### config.mk
export PLATFORM = sky130hd
export DESIGN_NAME = bit_serializer
export DESIGN_NICKNAME = d
export VERILOG_FILES = /design/src/rtl/bit_serializer.sv
export SDC_FILE = /design/constraint.sdc
export NUM_CORES = 1
export LEC_CHECK = 0
export ABC_AREA = 1
export CAP_MARGIN = 0
export CORE_MARGIN = 2
export CORE_UTILIZATION = 43
export DETAILED_ROUTE_END_ITERATION = 6
export PLACE_DENSITY = 0.69
export SYNTH_ARGS = -nofsm -noshare
export SYNTH_HDL_FRONTEND = slang
export SYNTH_SLANG_ARGS = --single-unit
### constraint.sdc
create_clock -name clk -period 2.3 [get_ports clk]
set_clock_uncertainty 0.15 [all_clocks]
set_input_delay 0.46 -clock clk [delete_from_list [all_inputs] [get_ports clk]]
set_output_delay 0.46 -clock clk [all_outputs]
set_load 0.02 [all_outputs]
### src/rtl/bit_serializer.sv
// Parallel-to-serial stage: accepts WIDTH-bit words over valid/ready and
// emits one bit per clock, streaming back-to-back words without a bubble.
module bit_serializer #(
   parameter int unsigned WIDTH     = 8,
   parameter bit          MSB_FIRST = 1'b1,
   parameter bit          IDLE_BIT  = 1'b0
) (
   input  logic             clk,
   input  logic             rst_n,
   input  logic [WIDTH-1:0] s_data,
   input  logic             s_valid,
   output logic             s_ready,
   output logic             out_bit,
   output logic             out_valid,
   output logic             busy,
   output logic             word_done
);

   localparam int unsigned CW = (WIDTH > 1) ? $clog2(WIDTH) : 1;
   localparam logic [CW-1:0] LAST_IDX = CW'(WIDTH - 1);

   typedef enum logic {
      IDLE  = 1'b0,
      SHIFT = 1'b1
   } state_t;

   state_t           state_q, state_d;
   logic [WIDTH-1:0] shreg_q, shreg_d;
   logic [CW-1:0]    cnt_q, cnt_d;

   logic             in_shift;
   logic             last_bit;
   logic             accept;
   logic [WIDTH-1:0] shreg_shifted;

   assign in_shift = (state_q == SHIFT);
   assign last_bit = in_shift && (cnt_q == LAST_IDX);
   assign accept   = s_valid && s_ready;

   // Shift toward whichever end feeds out_bit, zero-filling the far end.
   assign shreg_shifted = MSB_FIRST ? {shreg_q[WIDTH-2:0], 1'b0}
                                    : {1'b0, shreg_q[WIDTH-1:1]};

   always_comb begin
      state_d = state_q;
      shreg_d = shreg_q;
      cnt_d   = cnt_q;
      case (state_q)
         IDLE: begin
            if (accept) begin
               shreg_d = s_data;
               cnt_d   = '0;
               state_d = SHIFT;
            end
         end
         SHIFT: begin
            if (!last_bit) begin
               shreg_d = shreg_shifted;
               cnt_d   = cnt_q + CW'(1);
            end else if (accept) begin
               shreg_d = s_data;
               cnt_d   = '0;
            end else begin
               shreg_d = '0;
               cnt_d   = '0;
               state_d = IDLE;
            end
         end
         default: begin
            state_d = IDLE;
         end
      endcase
   end

   always_ff @(posedge clk) begin
      if (!rst_n) begin
         state_q <= IDLE;
         shreg_q <= '0;
         cnt_q   <= '0;
      end else begin
         state_q <= state_d;
         shreg_q <= shreg_d;
         cnt_q   <= cnt_d;
      end
   end

   // Outputs are qualified by rst_n so the detector sees idle while reset is held.
   always_comb begin
      s_ready   = rst_n && ((state_q == IDLE) || last_bit);
      out_valid = rst_n && in_shift;
      busy      = rst_n && in_shift;
      word_done = rst_n && last_bit;
      out_bit   = IDLE_BIT;
      if (out_valid) begin
         out_bit = MSB_FIRST ? shreg_q[WIDTH-1] : shreg_q[0];
      end
   end

endmodule

-- Yosys cells after proc, flatten, opt, wreduce, memory -nomap -nowiden
Cells that the tools add are included.
W data, S select, Z words.
- register bits after elaboration: 12
- bits in latches: 0
- RAM bits: 0
- bits in read-only memories: 0
- word-level logic and storage cells: 24
- memories kept: 0
- add/sub/neg operators: 1
- multiply operators: 0
- div/mod/pow operators: 0
- magnitude comparators: 0
- equal/unequal tests: 2
- shift operators: 0
- multiplexer cells: 11
- bitwise gates (word level): 1
- reductions and logical operators: 6
- operator list (operator ; count):
    $mux W8 ; 3
    $pmux W8 S2 ; 1
    $mux W3 ; 2
    $pmux W3 S2 ; 1
    $logic_and A1 B1 Y1 ; 5
    $add A3 B1 Y3 const B ; 1
    $eq A3 B3 Y1 const B ; 1
    $mux W1 ; 3
    $ne A2 B2 Y1 const B ; 1
    $pmux W1 S2 ; 1
    $logic_or A1 B1 Y1 ; 1
    $not A1 Y1 ; 1

-- Longest topological paths before layout
- depth after elaboration: 8
- mapped depth: 6
- mapped depth without buffers: 6

-- Worst setup path after synthesis
No wires, ideal clock.
- kind: register to output
- from: register cnt_q[0]
- to: output word_done
- arrival: 1.109 ns
- required time: 1.690 ns
- path slack: 0.581 ns
- cell stages (with the launch flop): 5
- buffers on the path: 0
- cells stage by stage: dfxtp_1 -> ha_1 -> ha_1 -> inv_1 -> nor2_1
- word-level cells in the longest chain between the ends: 3
- ends and longest elaborated chain (element ; RTL line ; source):
    start, declared ; 29 ; logic [CW-1:0] cnt_q, cnt_d;
    start signal, assigned ; 83 ; cnt_q <= cnt_d;
    $eq A3 B3 Y1 ; 37 ; assign last_bit = in_shift && (cnt_q == LAST_IDX);
    $logic_and A1 B1 Y1 ; 37 ;
    $logic_and A1 B1 Y1 ; 92 ; word_done = rst_n && last_bit;
    end, declared ; 16 ; output logic word_done
Every way passes these cells.

-- Worst setup path after layout
- from: input rst_n
- to: output word_done
- word-level cells in the longest chain between the ends: 1
- ends and longest elaborated chain (element ; RTL line ; source):
    start, declared ; 9 ; input logic rst_n,
    $logic_and A1 B1 Y1 ; 92 ;
Every way passes these cells.

==> results.toml <==
[run_status]
status = "complete, no violations"

[yosys]
synth_fp_nets = 89
synth-seq-cells = 12
ys_async_sr_fraction = 0
yosysTopAreaCell = "dfxtp_1"
synth_ff_type = "dfxtp_1"
netlist_top_cells_area = "dfxtp_1, a21oi_2, nand2_1"
yosys.cell_types.count = 19
synth_edf_count = 0
synth.top_cells.by_count = "nand2_1, a21oi_2, dfxtp_1, o31ai_1"
ys_seq_area_frac = 0.346
syn_inst = 76
synth_top_area_frac = 0.346
synth_most_common_cell = "nand2_1"
avgSynthCellArea_sq_um = 9.14
synth_area_sq_um = 694
yosys_warnings = 0

[power]
ir_drop_mv = 0.247
p_per_area_nw_per_um2 = 547
pwr-share-seq = 0.494
power.leakage_nw = 0.356
switching_power_uw = 136
pwr-share-clk = 0.269
p_int_uw = 335
p_sw_frac = 0.289
p_comb_frac = 0.236

[timing]
setup_viol = 0
rsz0062_at_grt = "no"
whs_ps = 316
timing.slew.headroom = 0.718
timing.final.hold_violations = 0
period_share = 0.937
worst_pin_slew_ps = 422
drv_slew = 0
fin_tns_setup_ps = 0
period_minus_slack_ps = 2160
max_freq_ghz = 0.464

[finish]
diodes = 0
final_cell_area_sq_um = 861
layout-drive-gt1-share = 0.319
fin_nets = 109
fin_util = 0.571
syn_to_final_growth_pct = 24.0

[setup_path]
worstSetupStartpoint = "rst_n"
r2r_start = "cnt_q[0]$_SDFFE_PN0P_"
path_class = "input pin to output pin"
end_kind = "output pin"
cpPeakStageDelay_ps = 550
r2r_setup_slack_ps = 730
cp_top_family = "buffers and inverters"
crit_chain = "clkdlybuf4s50_1, nand2_1, nor2_1, dlygate4sd2_1"
critPathBufInv = 2
cp_slowest_cell = "clkdlybuf4s50_1"
crit_path_max_fanout = 4
critPathLaunchType = "input pin"
cp.arrival_ps = 1550
crit_required_ps = 1690

[die]
die_y_um = 44.2
rows = 14
die_w_um = 44.2
die_area_sq_um = 1950
start_util = 0.461
ios = 16
core-area_sq_um = 1510

[run]
max-cap-violations = 0

[routing]
wirelength_um = 1260
drcViolationCount = 0
detail_route.first_pass.iterations = 4
ant_nets = 0
drtIter0Drc = 7
route.vias.total = 577
post_drt_wl_per_cell_um = 11.4
viasPerCell = 5.25

[clock_tree]
cts_sinks = 12
root_buffer = "clkbuf_4"
clk_path_buf_depth = 2
holdBufCountCts = 0
cts_buffers = 3
cts_tree = "done"
clk_latency_ps = 260
clk_pin_slew_ps = 70
htree_levels = 1

[grt]
overflow = 0
grt_pass1_vias = 546
grt_antenna_before_repair = 0
grt_first_pass_wirelength_um = 2250
grt_util_all_layers = 0.160
grt_max_degree = 13

[worst_hold_path]
hold_class = "flip-flop to flip-flop"
hold_path_startpoint = "cnt_q[2]$_SDFFE_PN0P_"

[placement]
hpwl_um = 919
gp_congestion = 0.725
post_dp_cell_area_sq_um = 842
place.port_buffers = 15
## final timing paths
| path | endpoint | depth (start not counted) |
|---|---|---|
| setup / recovery | word_done | 4 |
| hold / removal | cnt_q[2]$_SDFFE_PN0P_ | 2 |
| setup reg to reg | shreg_q[2]$_SDFFE_PN0P_ | 6 |
| hold reg to reg | cnt_q[2]$_SDFFE_PN0P_ | 2 |
## power by group through the flow
stage | logic (mW) | registers [mW] | clock network (mW)
floorplan | 0.0857 | 0.236 | 0
global route | 0.124 | 0.235 | 0.144
CTS | 0.113 | 0.233 | 0.134
finish | 0.111 | 0.233 | 0.127
detailed placement | 0.115 | 0.238 | 0
global placement | 0.113 | 0.238 | 0
## registers in the layout, summed over array words and instances (netlist names)
signal / flops
cnt_q: 3
shreg_q: 8
in_shift: 1
## placed cells by master (no fill, tap or decap), drive strengths merged
cell type      Yosys  routed
a21oi             19      19
buf                6       6
clkbuf             0       3
clkdlybuf4s50      0      10
dfxtp             12      12
dlygate4sd2        0       5
ha                 2       2
inv                5       5
nand2             16      16
nand3              1       1
nand4              1       1
nor2               7       7
nor3               1       1
o31ai              6       6
## cells by family after synthesis
family / Yosys count / share of synthesized area
buf+inv: 11 / 0.124
flops: 12 / 0.346
simple gates: 26 / 0.205
fa+ha+maj: 2 / 0.0360
compound gates: 25 / 0.288
## metal layers
layer,vias up,track usage,share of wire
li1,297,-,-
met1,261,0.204,0.50
met2,15,0.247,0.43
met3,4,0.0367,0.046
met4,0,0.0909,0.023
met5,-,0,0
## worst reg2reg max path, delay by kind of cell, from the launching register on
kind	cells	cell delay, ps
DFF	1	330
and+or+nand+nor	1	150
buffers and inverters	1	220
adders and majority gates	2	420
AOI/OAI and AO/OA	2	250
## area by class of cell
class	count	area, sq um
fill	135	646
multi-input combinational	53	370
sequential	12	240
timing repair buffer	21	189
clock buffer	3	22.5
tap	16	20.0
inverter	5	18.8
## per-stage QoR
stage	cells	worst slack (ps)	power, mW
finish	110	145	0.471
CTS	110	125	0.480
global placement	107	-112	0.351
global route	110	20.0	0.503
detailed placement	107	-144	0.352
floorplan	76	581	0.322
## what timing repair did
item                       CTS  global route
setup buffers                0             0
setup endpoints to repair    5             0
gates resized for setup      6             0
Note: power is estimated with default switching activity, not from simulation.
